===== src/rtl/encoder_4_to_2_rr.sv =====
// encoder_4_to_2_rr: registered round-robin/fixed-priority 4-to-2 encoder; in clk,rst,EN,D0-D3,ACK; out A1,A0,V,MULTI,CNT[2:0]
module encoder_4_to_2_rr #(
  parameter bit RR_EN = 1'b1
) (
  input  logic       clk,
  input  logic       rst,
  input  logic       EN,
  input  logic       D0,
  input  logic       D1,
  input  logic       D2,
  input  logic       D3,
  input  logic       ACK,
  output logic       A1,
  output logic       A0,
  output logic       V,
  output logic       MULTI,
  output logic [2:0] CNT
);
  localparam logic IDLE = 1'b0;
  localparam logic HOLD = 1'b1;
  logic       state;
  logic [1:0] idx, ptr, base, rr_sel, fp_sel, sel;
  logic [3:0] d;
  logic       retire, capture;
  assign d       = {D3, D2, D1, D0};
  assign retire  = state == HOLD && ACK;
  assign capture = EN && |d && (state == IDLE || ACK);
  assign base    = retire ? idx + 2'd1 : ptr;
  always_comb begin
    rr_sel = base;
    for (int k = 3; k >= 0; k--)
      if (d[base + 2'(k)]) rr_sel = base + 2'(k);
  end
  assign fp_sel = d[3] ? 2'd3 : d[2] ? 2'd2 : d[1] ? 2'd1 : 2'd0;
  assign sel    = RR_EN ? rr_sel : fp_sel;
  always_ff @(posedge clk) begin
    if (rst) begin
      state <= IDLE;
      idx   <= '0;
      ptr   <= '0;
      CNT   <= '0;
      MULTI <= 1'b0;
    end else begin
      if (retire) ptr <= idx + 2'd1;
      if (capture) begin
        state <= HOLD;
        idx   <= sel;
        CNT   <= 3'(D0) + 3'(D1) + 3'(D2) + 3'(D3);
        MULTI <= (3'(D0) + 3'(D1) + 3'(D2) + 3'(D3)) > 3'd1;
      end else if (retire) begin
        state <= IDLE;
      end
    end
  end
  assign {A1, A0} = idx;
  assign V        = state == HOLD;
endmodule


===== config.mk =====
export PLATFORM = sky130hd
export DESIGN_NAME = encoder_4_to_2_rr
export DESIGN_NICKNAME = d
export VERILOG_FILES = /design/src/rtl/encoder_4_to_2_rr.sv
export SDC_FILE = /design/constraint.sdc
export NUM_CORES = 1
export LEC_CHECK = 0
export ABC_AREA = 1
export BUFFER_PORTS_ARGS = -buffer_cell sky130_fd_sc_hd__buf_2
export CORE_UTILIZATION = 35
export DETAILED_ROUTE_END_ITERATION = 8
export GPL_TIMING_DRIVEN = 0
export HOLD_SLACK_MARGIN = 0.08
export PLACE_DENSITY_LB_ADDON = 0.12
export SKIP_LAST_GASP = 1
export SYNTH_ARGS = -nofsm -noshare
export SYNTH_HDL_FRONTEND = slang
export SYNTH_SLANG_ARGS = --single-unit

===== constraint.sdc =====
create_clock -name clk -period 2.79 [get_ports clk]
set_input_delay 0.1395 -clock clk [delete_from_list [all_inputs] [get_ports clk]]
set_output_delay 0.1395 -clock clk [all_outputs]
set_load 0.05 [all_outputs]

==> Word-level counts from Yosys, hierarchy flattened <==
Cells that the tools add are included.
{ "classes": {"bitwise": 1, "n_lt_le_gt_ge": 5, "muxes": 15, "n_addsub": 7, "n_reduce_logical": 6} }
{ "ops": {"columns": ["operator", "count"], "rows": [
  ["$lt 2x3->1 const B", 4],
  ["$mux 2", 5],
  ["$bmux 1 s2", 4],
  ["$mux 1", 6],
  ["$add 2x1->2 const B", 2],
  ["$add 2x2->2 const B", 2],
  ["$reduce_or 4->1", 1],
  ["$add 2x1->3", 1],
  ["$add 3x1->3", 1],
  ["$gt 3x1->1 const B", 1],
  ["$logic_and 1x1->1", 3],
  ["$add 1x1->2", 1],
  ["$reduce_bool 2->1", 1],
  ["$logic_or 1x1->1", 1],
  ["$not 1->1", 1]
]} }
{ "totals": {"inputBits": 8, "out_inout_bits": 7, "elab_cells": 39, "regBits": 9} }

==> Depth between registers and ports, before layout <==
Gate-level depths: netlist of run 1.
{ "depth": {"ltp_word": 9, "depth_mapped": 15, "ltp_nobuf": 15} }

==> Least setup slack after synthesis of run 1 <==
OpenSTA, ideal clock, no wires.
{ "synth_timing": {"kind": "reg-to-reg", "from": "register state (netlist: V)", "to": "register idx[0]", "arrival_ps": 1680, "setup_time_ps": 122, "setup_slack_ps": 988, "synth_period_minus_slack_ps": 1802, "path_stages_with_launch": 14, "n_path_buf": 0, "required_time_ps": 2668, "cell_sequence": "dfxtp_1 -> nand2_2 -> nand2_2 -> inv_1 -> a21oi_1 -> nand2_1 -> nand2_1 -> inv_1 -> nand3_1 -> nand2_1 -> nand2_1 -> nand2_1 -> nand2_1 -> a21oi_2"} }
{ "synth_between": {"elab_chain_len": 9, "word_cells_on_any_way": 20, "cone_classes": "3 x add/sub; 13 x mux; 1 x bitwise; 3 x reduce/logical"} }
{ "synth_rtl": {"columns": ["item", "line", "source"], "rows": [
  ["from (decl)", "21", "logic state;"],
  ["from (signal assigned)", "38", "state <= IDLE;"],
  ["from (signal assigned)", "46", "state <= HOLD;"],
  ["from (signal assigned)", "51", "state <= IDLE;"],
  ["$logic_and 1x1->1", "26", "assign retire = state == HOLD && ACK;"],
  ["$mux 2", null, null],
  ["$add 2x2->2", "32", "if (d[base + 2'(k)]) rr_sel = base + 2'(k);"],
  ["$bmux 1 s2", "32", null],
  ["$mux 1 (not written as such)", "32", null],
  ["$mux 2 (4 in series)", "32", null],
  ["to (signal assigned)", "47", "idx <= sel;"],
  ["to (decl)", "22", "logic [1:0] idx, ptr, base, rr_sel, fp_sel, sel;"]
]} }
Parallel ways exist; a longest one is shown, timed or not. The select of a mux whose other input is x is not followed.
A chain may end at the register's enable or synchronous reset.

==> Final worst setup path of run 1 <==
Ends and elaborated chain as after synthesis.

==> metrics, run 1 <==
maximum vdd ir drop 0.000343 V; slew of the pin with the lowest slew margin 251 ps; top cells by count, synth nand2_1 (40), inv_1 (18), nand3_1 (15); row count 15; crit path DAT 1760 ps; CP required 2940 ps; Most common cell on crit path nand2_1; post-place setup slack 1180 ps; CP max FO 5; worst reg2reg path depth 13; post-synthesis area per instance 6.12 µm²; Syn. warnings 0; Max Slew Vio Count 0; CORE AREA 0.00178 mm²; depth of the worst hold-timing path 2; Leakage 0.468 nW; CTS tree yes; Slew Limit Headroom 83.3%; DIE AREA 0.00214 mm²; crit path cell chain nand2_2 -> nand2_2 -> inv_1 -> a21oi_1 -> nand2_1 -> nand2_1 -> inv_1 -> nand3_1 -> nand2_1 -> nand2_1 -> nand2_1 -> nand2_1 -> a21oi_2; r2r setup slk 1170 ps; Starting DRT DRC Count 1; Hold EP CNT[2]$_SDFFE_PP0P_; period utilization 57.9%; Reg area 180 µm²; Post-synth top flop dfxtp_1; Layout fillers 192; initial antenna violation count 0; Fin. Hold Viols 0; Setup WS post-layout 1170 ps; IO Count 15; Critical Path Slowest Stage Cell dfxtp_1; Die W 46.3 µm; DP Wirelength 1260 µm; vias per cell 4.69; Peak Freq 619 MHz; PortBufs 14; Comb power frac 40.7%; # DRC 0; Worst-Skew Late Latency 260 ps; Layout area overhead 18.6%; Yosys top cell area share 26.3%; Synth area leader dfxtp_1; Critical Path Sink Type flip-flop; Yosys cell types 14; drt total wl 1550 µm; largest net degree at the start of global routing 9; Detailed Routing Iterations Pass 1 3; layout cells sized above 1 20.8%; Hold Buf Count CTS 0; Net Sw Power 0.170 mW; wire per inst 9.99 µm; worst min-delay path class input port to flip-flop; multi-input logic area 433 µm²; Mapped Cells 112; outcome finished clean; sequential power share 35.5%; # diodes 0; HP Start rst; Setup Viol. Count Final 0; Internal Dissipation 0.246 mW; GRT Resource Usage Total 17.2%; Synth area leaders dfxtp_1 (26%), nand2_1 (22%), nand3_1 (11%); Clock transition at path regs 60 ps; postcts setup bufs 0; worst r2r src V$_SDFFE_PP0P_; Max Cap Viol 0; FF+latch count, synth 9; CP peak stage delay 390 ps; asr flop ratio synth 0%; H-tree levels 1; Total Neg Setup Slack 0 ps; gr ovfl total 0; post-route ant nets 0; Syn Nets 125; CTS resizes 0; skew final 3.46 ps; Initial Util 38.5%; clk sink count 9; vias in the first global route 588; Tmin final 1620 ps; clock tree buffer depth 2; nets@finish 144; DR vias 727; pwr dens 512 mW/mm²; Seq/Total Area, Yosys 26.3%; Post-Synthesis Cell Area 686 µm²; CP Class flip-flop to flip-flop; RSZ-0062 raised after global routing no; cts bufs inserted 3; most frequent cell after synthesis nand2_1; Die Y 46.3 µm; clock power share 23.8%; Post-synth EDFFs 0; GPL Wtd Cong 0.733; CP startpoint kind flip-flop; clk root buf clkbuf_4; end of the worst register-to-register path idx[0]$_SDFFE_PP0P_; first-pass GRT wire length 2550 µm; switch share 40.9%
[cell usage in the layout (no fill, tap or decap), drive strengths merged]
master | synthesis | routed
buf | 0 | 14
clkbuf | 0 | 4
inv | 18 | 18
o21ai | 4 | 4
fa | 1 | 1
nand3 | 15 | 15
a21oi | 9 | 9
nand2 | 48 | 48
ha | 4 | 4
clkinv | 1 | 1
a31oi | 1 | 1
nor2 | 2 | 2
dfxtp | 9 | 9
[sequential cells by signal (all words and copies together) (netlist names)]
signal  count
ptr         2
MULTI       1
V           1
idx         2
CNT         3
[power groups by stage]
stage	clock network (mW)	logic, mW	registers (mW)
finish	0.0993	0.170	0.148
global placement	0	0.169	0.150
global route	0.110	0.192	0.149
CTS	0.104	0.172	0.148
floorplan	0	0.0975	0.183
detailed placement	0	0.170	0.150
[final cells by class]
type	count	area share (%)
flip-flops and latches	9	22.2
multi-input cells	84	53.2
repair buffers	14	8.62
clock buffers	4	3.23
well taps	25	3.85
inverters	19	8.92
[cells by family after synthesis]
logic type | after synthesis | synth area share, %
adders and majority gates | 5 | 10.2
and+or+nand+nor | 65 | 42.0
buffers and inverters | 19 | 10.6
AOI/OAI and AO/OA | 14 | 11.0
DFF | 9 | 26.3
[how the worst max path moves through the flow]
| stage | slack [ps] | end | start | cells past startpoint |
|---|---|---|---|---|
| after floorplan | 990 | idx[0]$_SDFFE_PP0P_ | V$_SDFFE_PP0P_ | 13 |
| after global placement | 1200 | CNT[1]$_SDFFE_PP0P_ | D1 | 9 |
| after detailed placement | 1180 | idx[0]$_SDFFE_PP0P_ | V$_SDFFE_PP0P_ | 13 |
| after CTS | 1170 | idx[0]$_SDFFE_PP0P_ | V$_SDFFE_PP0P_ | 13 |
| after global routing | 1010 | idx[0]$_SDFFE_PP0P_ | V$_SDFFE_PP0P_ | 13 |
| final | 1170 | idx[0]$_SDFFE_PP0P_ | V$_SDFFE_PP0P_ | 13 |
[stage by stage]
step	instances	hold slack [ps]	area (µm²)	util [%]	power [mW]
6_report	155	129	813	45.6	0.416
2_1_floorplan	112	209	686	-	0.281
3_3_place_gp	151	407	787	44.1	0.319
4_1_cts	155	125	813	45.6	0.424
3_5_place_dp	151	410	787	44.1	0.321
5_1_grt	155	138	813	45.6	0.451
[metal layers]
layer  wire (µm)  part of all wire [%]  vias up  GRT usage [%]
met5           0                     0        -              0
met4          33                   2.1        0           12.4
met3          49                   3.2        4           1.18
met2         651                    42       14           24.2
met1         815                    53      319           24.3
li1            -                     -      390              -
[worst max-delay path, delay by kind of cell (launching register included)]
kind	cells	cell delay (ps)
AND/OR/NAND/NOR	9	760
flip-flops	1	390
AO/OA/AOI/OAI	2	260
buffers and inverters	2	90
No activity file was read; power rests on OpenSTA's default activity.
==> inputs of run 2 (changes only) <==
--- a/config.mk
+++ b/config.mk
@@ -5,7 +5,7 @@
 export SDC_FILE = /design/constraint.sdc
 export NUM_CORES = 1
 export LEC_CHECK = 0
-export ABC_AREA = 1
+export ABC_AREA = 0
 export BUFFER_PORTS_ARGS = -buffer_cell sky130_fd_sc_hd__buf_2
 export CORE_UTILIZATION = 35
 export DETAILED_ROUTE_END_ITERATION = 8
==> constraint.sdc (replaced) <==
create_clock -name clk -period 1.69 [get_ports clk]
set_input_delay 0.0845 -clock clk [delete_from_list [all_inputs] [get_ports clk]]
set_output_delay 0.0845 -clock clk [all_outputs]
set_load 0.05 [all_outputs]
==> run 2 against run 1 <==
Net effect:
- die area is 8.9% lower
- hold slack got worse by 30 ps
- non-clock buffer count grew 1
- synthesized area fell by 9.3%
- clock skew fell by 1.3 ps
- via count decreased by 25%
- critical path type unchanged
- largest power group is now registers
- highest routed layer unchanged
==> metrics, run 2 <==
outcome finished clean; nets@finish 96 (-33%); Layout fillers 173 (-9.9%); Layout area overhead 17.9%; H-tree levels 1 (unchanged); DP Wirelength 953 µm (-24%); Clock transition at path regs 70 ps (about the same); pwr dens 831 mW/mm² (+62%); post-route ant nets 0 (unchanged); CP max FO 8 (+3); worst r2r src V$_SDFFE_PP0P_; Max Cap Viol 0 (unchanged); largest family of logic cells by synthesized area compound AO/OA/AOI/OAI gates; Setup Viol. Count Final 0 (unchanged); CTS resizes 0 (unchanged); vias in the first global route 484 (-18%); final core utilization 46.5% (+0.89 points); Leakage 0.335 nW (-29%); Die W 44.2 µm (-4.6%); max FFs per register 3 (unchanged); period utilization 81.4% (+23 points); HP Start EN; most frequent cells in the layout buf_2 (13), dfxtp_1 (9), inv_1 (8); CP startpoint kind flip-flop; CORE AREA 0.00158 mm² (-12%); layout cells sized above 1 28.0% (+7.3 points); family with the most delay on the worst path compound AO/OA/AOI/OAI gates; post-synthesis area per instance 9.57 µm² (+56%); # DRC 0 (unchanged); grt peak-use layer met2; # diodes 0 (unchanged); Mapped Cells 65 (-42%); Worst-Skew Late Latency 270 ps (about the same); switch share 36.2% (-4.7 points); top cells by count, synth dfxtp_1 (9), inv_1 (8), a21oi_1 (5); Net Sw Power 0.221 mW (+30%); FF+latch count, synth 9 (unchanged); WP buf/inv 0 (-2); wire per inst 13.1 µm (+31%); most frequent cell after synthesis dfxtp_1; Synth area leader dfxtp_1; Synth Area in Simple Gates 14.5% (-27 points); largest register by flop count CNT; CP Class flip-flop to flip-flop; sequential power share 40.2% (+4.7 points); RSZ-0062 raised after global routing no; Fin. Hold Viols 0 (unchanged); clk root buf clkbuf_4; crit path DAT 1540 ps (-220 ps); Comb power frac 30.9% (-9.8 points); Post-synth EDFFs 0 (unchanged); Die Y 44.2 µm (-4.6%); skew final 2.21 ps (-1.25 ps); worst min-delay path class input port to flip-flop; Yosys top cell area share 29.0% (+2.7 points); Crit. Startpoint V$_SDFFE_PP0P_; Post-Synthesis Cell Area 622 µm² (-9.3%); Regs by FF count CNT: 3 flops, idx: 2 flops, ptr: 2 flops; IO Count 15 (unchanged); Post-synth top flop dfxtp_1; GPL Wtd Cong 0.739 (+0.94%); Critical Path Sink Type flip-flop; clock power share 28.9% (+5.1 points); GRT Resource Usage Total 15.3% (-1.9 points); asr flop ratio synth 0% (unchanged); Adder-Cell Fraction of Synth Area 11.3% (+1.0 points); Critical Path Slowest Stage Cell dfxtp_1; Detailed Routing Iterations Pass 1 6 (+3); DIE AREA 0.00195 mm² (-8.9%); Initial Util 39.4% (+0.99 points); Hold Buf Count CTS 0 (unchanged); drt total wl 1280 µm (-17%); Slew Limit Headroom 66.7% (-17 points); Yosys cell types 32 (+18); Starting DRT DRC Count 10 (+9); first-pass GRT wire length 2160 µm (-15%); Tmin final 1370 ps (-240 ps); initial antenna violation count 0 (unchanged); DR vias 546 (-25%); cts bufs inserted 3 (unchanged); row count 14 (-1); vias per cell 5.57 (+19%); xor and xnor fraction of the mapped netlist area 1.41% (+1.4 points); largest net degree at the start of global routing 11 (+2); slew of the pin with the lowest slew margin 500 ps (+249 ps); Total Neg Setup Slack 0 ps (unchanged); Internal Dissipation 0.389 mW (+58%); Synth area leaders dfxtp_1 (29%), ha_1 (8.0%), mux2i_1 (4.8%); Syn. warnings 0 (unchanged); M3 GR Usage 6.12% (+4.9 points); CP peak stage delay 460 ps (+70 ps); Peak Freq 727 MHz (+17%); Seq/Total Area, Yosys 29.0% (+2.7 points); Syn Nets 78 (-38%); clock tree buffer depth 2 (unchanged); CTS tree yes; postcts setup bufs 0 (unchanged); crit path cell chain or2b_4 -> o311ai_4 -> a21oi_2 -> a32o_1; PortBufs 13 (-1); GR Layer Usage met1 19.9% (-4.4 points); clk sink count 9 (unchanged); maximum vdd ir drop 0.000431 V (+26%); gr ovfl total 0 (unchanged); post-synthesis compound-gate area fraction 31.8% (+21 points); post-synthesis mux area share 4.83% (+4.8 points); commonest non-fill, non-tap cell in the layout buf_2; CP required 1850 ps (-1090 ps); Max Slew Vio Count 0 (unchanged); met2 Resource Use GR 22.9% (-1.3 points)
[run 2: cell families (layout without fill, tap and decap cells)]
kind of cell / count (synthesis) / in the layout
xor+xnor: 1 / 1
flops: 9 / 9
buf+inv: 10 / 27
compound gates: 23 / 23
mux: 3 / 3
simple gates: 14 / 14
fa+ha+maj: 5 / 5
[run 2: metrics by stage]
step / power (mW) / cells / setup WS (ps) / instance area, µm² / hold slack [ps]
after global routing: 0.647 / 98 / 188 / 733 / 104
final: 0.609 / 98 / 315 / 733 / 99.0
after CTS: 0.617 / 98 / 310 / 733 / 99.0
after global placement: 0.437 / 94 / 56.5 / 707 / 386
after detailed placement: 0.439 / 94 / 30.7 / 707 / 388
after floorplan: 0.391 / 65 / 94.6 / 622 / 237
[run 2: layer usage]
layer	wire length (µm)	part of all wire [%]
met1	661	52
met2	534	42
met3	72	5.6
met4	13	1.0
met5	0	0
[run 2: area by class of cell]
cell class	instances	area, µm²	share of cell area, %
sequential	9	180	24.6
timing repair buffer	13	65.1	8.87
tap	16	20.0	2.73
buffer	2	15.0	2.05
inverter	8	30.0	4.10
multi-input combinational	46	397	54.1
clock buffer	4	26.3	3.58
[run 2: power groups by stage]
stage / registers, mW / logic (mW) / clock network [mW]
2_1_floorplan: 0.296 / 0.0958 / 0
4_1_cts: 0.245 / 0.190 / 0.182
3_3_place_gp: 0.249 / 0.188 / 0
3_5_place_dp: 0.250 / 0.189 / 0
6_report: 0.245 / 0.188 / 0.176
5_1_grt: 0.248 / 0.206 / 0.193
[run 2: final timing paths]
kind / endpoint / slack [ps] / cells past startpoint
setup / recovery: idx[0]$_SDFFE_PP0P_ / 320 / 4
hold / removal: V$_SDFFE_PP0P_ / 100 / 3
setup reg to reg: idx[0]$_SDFFE_PP0P_ / 320 / 4
hold reg to reg: MULTI$_SDFFE_PP0P_ / 460 / 2
[run 2: tightest hold or removal path, cell delays in order]
cell     delay [ps]
buf_2           120
o31ai_1          60
a21oi_1          60
==> inputs of run 3 (changes only) <==
==> constraint.sdc (replaced) <==
create_clock -name clk -period 1.4 [get_ports clk]
set_input_delay 0.07 -clock clk [delete_from_list [all_inputs] [get_ports clk]]
set_output_delay 0.07 -clock clk [all_outputs]
set_load 0.05 [all_outputs]
==> run 3 against run 2 <==
Net effect:
- the run now ends with DRC left
- flip-flop and latch count did not move
- combinational power up 31%
- register-to-register slack got worse by 210 ps
- sequential power rose by 21%
- fmax increased by 6.1%
- via count rose by 0.73%
- sequential share of layout area fell by 1.5 points
- clock skew rose by 2.6 ps
- critical path type unchanged
==> metrics, run 3 (synthesis results as in run 2) <==
outcome finished with violations; failing checks DRC; placed insts 94 (unchanged); Max Slew Vio Count 0 (unchanged); CP Class flip-flop to flip-flop; IO Count 15 (unchanged); Initial Util 39.4% (unchanged); Worst-Skew Late Latency 270 ps (about the same); row count 14 (unchanged); clock power share 27.9% (-1.0 points); gr ovfl total 0 (unchanged); Slew Limit Headroom 67.9% (+1.2 points); period utilization 92.6% (+11 points); DR vias 550 (+0.73%); layout cells sized above 1 40.7% (+13 points); RSZ-0062 raised after global routing no; worst min-delay path class input port to flip-flop; first-pass GRT wire length 2060 µm (-4.8%); Die Y 44.2 µm (unchanged); skew final 4.83 ps (+2.62 ps); # diodes 0 (unchanged); Total Neg Setup Slack 0 ps (unchanged); switch share 35.7% (-0.52 points); slew of the pin with the lowest slew margin 481 ps (-19.2 ps); post-route ant nets 0 (unchanged); Net Sw Power 0.270 mW (+22%); Setup Viol. Count Final 0 (unchanged); largest register by flop count CNT; nets@finish 100 (+4.2%); clk root buf clkbuf_4; CORE AREA 0.00158 mm² (unchanged); Max Cap Viol 0 (unchanged); DIE AREA 0.00195 mm² (unchanged); commonest non-fill, non-tap cell in the layout buf_2; Comb power frac 32.8% (+1.9 points); wire per inst 12.5 µm (-4.4%); Fin. Hold Viols 0 (unchanged); Detailed Routing Iterations Pass 1 8 (+2); CP startpoint kind flip-flop; most frequent cells in the layout buf_2 (10), dfxtp_1 (6), buf_4 (6); Final Power 0.755 mW (+24%); # DRC 1 (+1); clk sink count 9 (unchanged); drt total wl 1270 µm (-0.55%); CP required 1560 ps (-290 ps); Layout fillers 161 (-6.9%); cts bufs inserted 3 (unchanged); Tmin final 1300 ps (-78.7 ps); DP Wirelength 910 µm (-4.5%); vias per cell 5.39 (-3.2%); sequential power share 39.4% (-0.8 points); CP max FO 8 (unchanged); largest net degree at the start of global routing 11 (unchanged); Regs by FF count CNT: 3 flops, idx: 2 flops, ptr: 2 flops; GPL Wtd Cong 0.731 (-1.1%); Critical Path Sink Type flip-flop; hold_ws 160 ps (+61.5 ps); crit path DAT 1450 ps (-90 ps); Starting DRT DRC Count 16 (+6); pwr dens 946 mW/mm² (+14%); vias in the first global route 456 (-5.8%); CTS tree yes; Clock transition at path regs 70 ps (about the same); Peak Freq 772 MHz (+6.1%); PortBufs 13 (unchanged); Layout area overhead 28.4%; Non-Filler Instances 102 (+4.1%); Internal Dissipation 0.485 mW (+25%); initial antenna violation count 0 (unchanged); GRT Resource Usage Total 15.3% (-0.020 points); max FFs per register 3 (unchanged); Leakage 0.348 nW (+4.1%); clock tree buffer depth 2 (unchanged); Die W 44.2 µm (unchanged); H-tree levels 1 (unchanged); maximum vdd ir drop 0.000761 V (+77%)
## run 3: layout make-up
| class | count | area [µm²] | share of cell area, % |
|---|---|---|---|
| multi-input cells | 46 | 412 | 51.6 |
| plain buffers | 2 | 15.0 | 1.88 |
| clock buffers | 4 | 26.3 | 3.29 |
| repair buffers | 17 | 105 | 13.2 |
| inverters | 8 | 36.3 | 4.55 |
| flip-flops and latches | 9 | 184 | 23.0 |
| well taps | 16 | 20.0 | 2.51 |
## run 3: path summary, 6_finish.rpt
kind,start,end,slack [ps],cells after the start
worst max-delay path,V$_SDFFE_PP0P_,idx[0]$_SDFFE_PP0P_,100,4
worst min-delay path,D3,V$_SDFFE_PP0P_,160,3
worst max register to register,V$_SDFFE_PP0P_,idx[0]$_SDFFE_PP0P_,100,4
worst min register to register,MULTI$_SDFFE_PP0P_,MULTI$_SDFFE_PP0P_,450,2
## run 3: per-layer routing
metal / wire length, µm / global-route usage [%] / vias to the layer above
met5: 0 / 0 / -
met4: 32 / 9.09 / 0
met3: 76 / 6.53 / 4
met2: 524 / 20.3 / 15
met1: 641 / 20.4 / 243
li1: - / - / 288
## run 3: what timing repair did
item / in CTS / in global routing
hold buffers: 1 / 0
hold endpoints to repair: 1 / 0
endpoints found under the setup margin: 0 / 2
buffers inserted: 0 / 3
resized for setup: 0 / 10
## run 3: metrics by stage
step                cell area (µm²)  util (%)  setup WS, ps
finish                          798      50.6           104
global route                    798      50.6          13.6
CTS                             751      47.6          36.0
detailed placement              714      45.3          -246
global placement                714      45.3          -251
floorplan                       629         -          3.76
## run 3: worst max-delay path, stage by stage, from the launching register on
cell and delay [ps]:
dfxtp_2 360, and2_1 190, o21ai_0 260, a21oi_2 110, a32o_1 260
## run 3: power by group through the flow
| stage | clock (mW) | combinational, mW | sequential [mW] |
|---|---|---|---|
| finish | 0.210 | 0.247 | 0.297 |
| global route | 0.227 | 0.272 | 0.301 |
| CTS | 0.223 | 0.232 | 0.298 |
| detailed placement | 0 | 0.228 | 0.303 |
| global placement | 0 | 0.228 | 0.303 |
| floorplan | 0 | 0.116 | 0.359 |
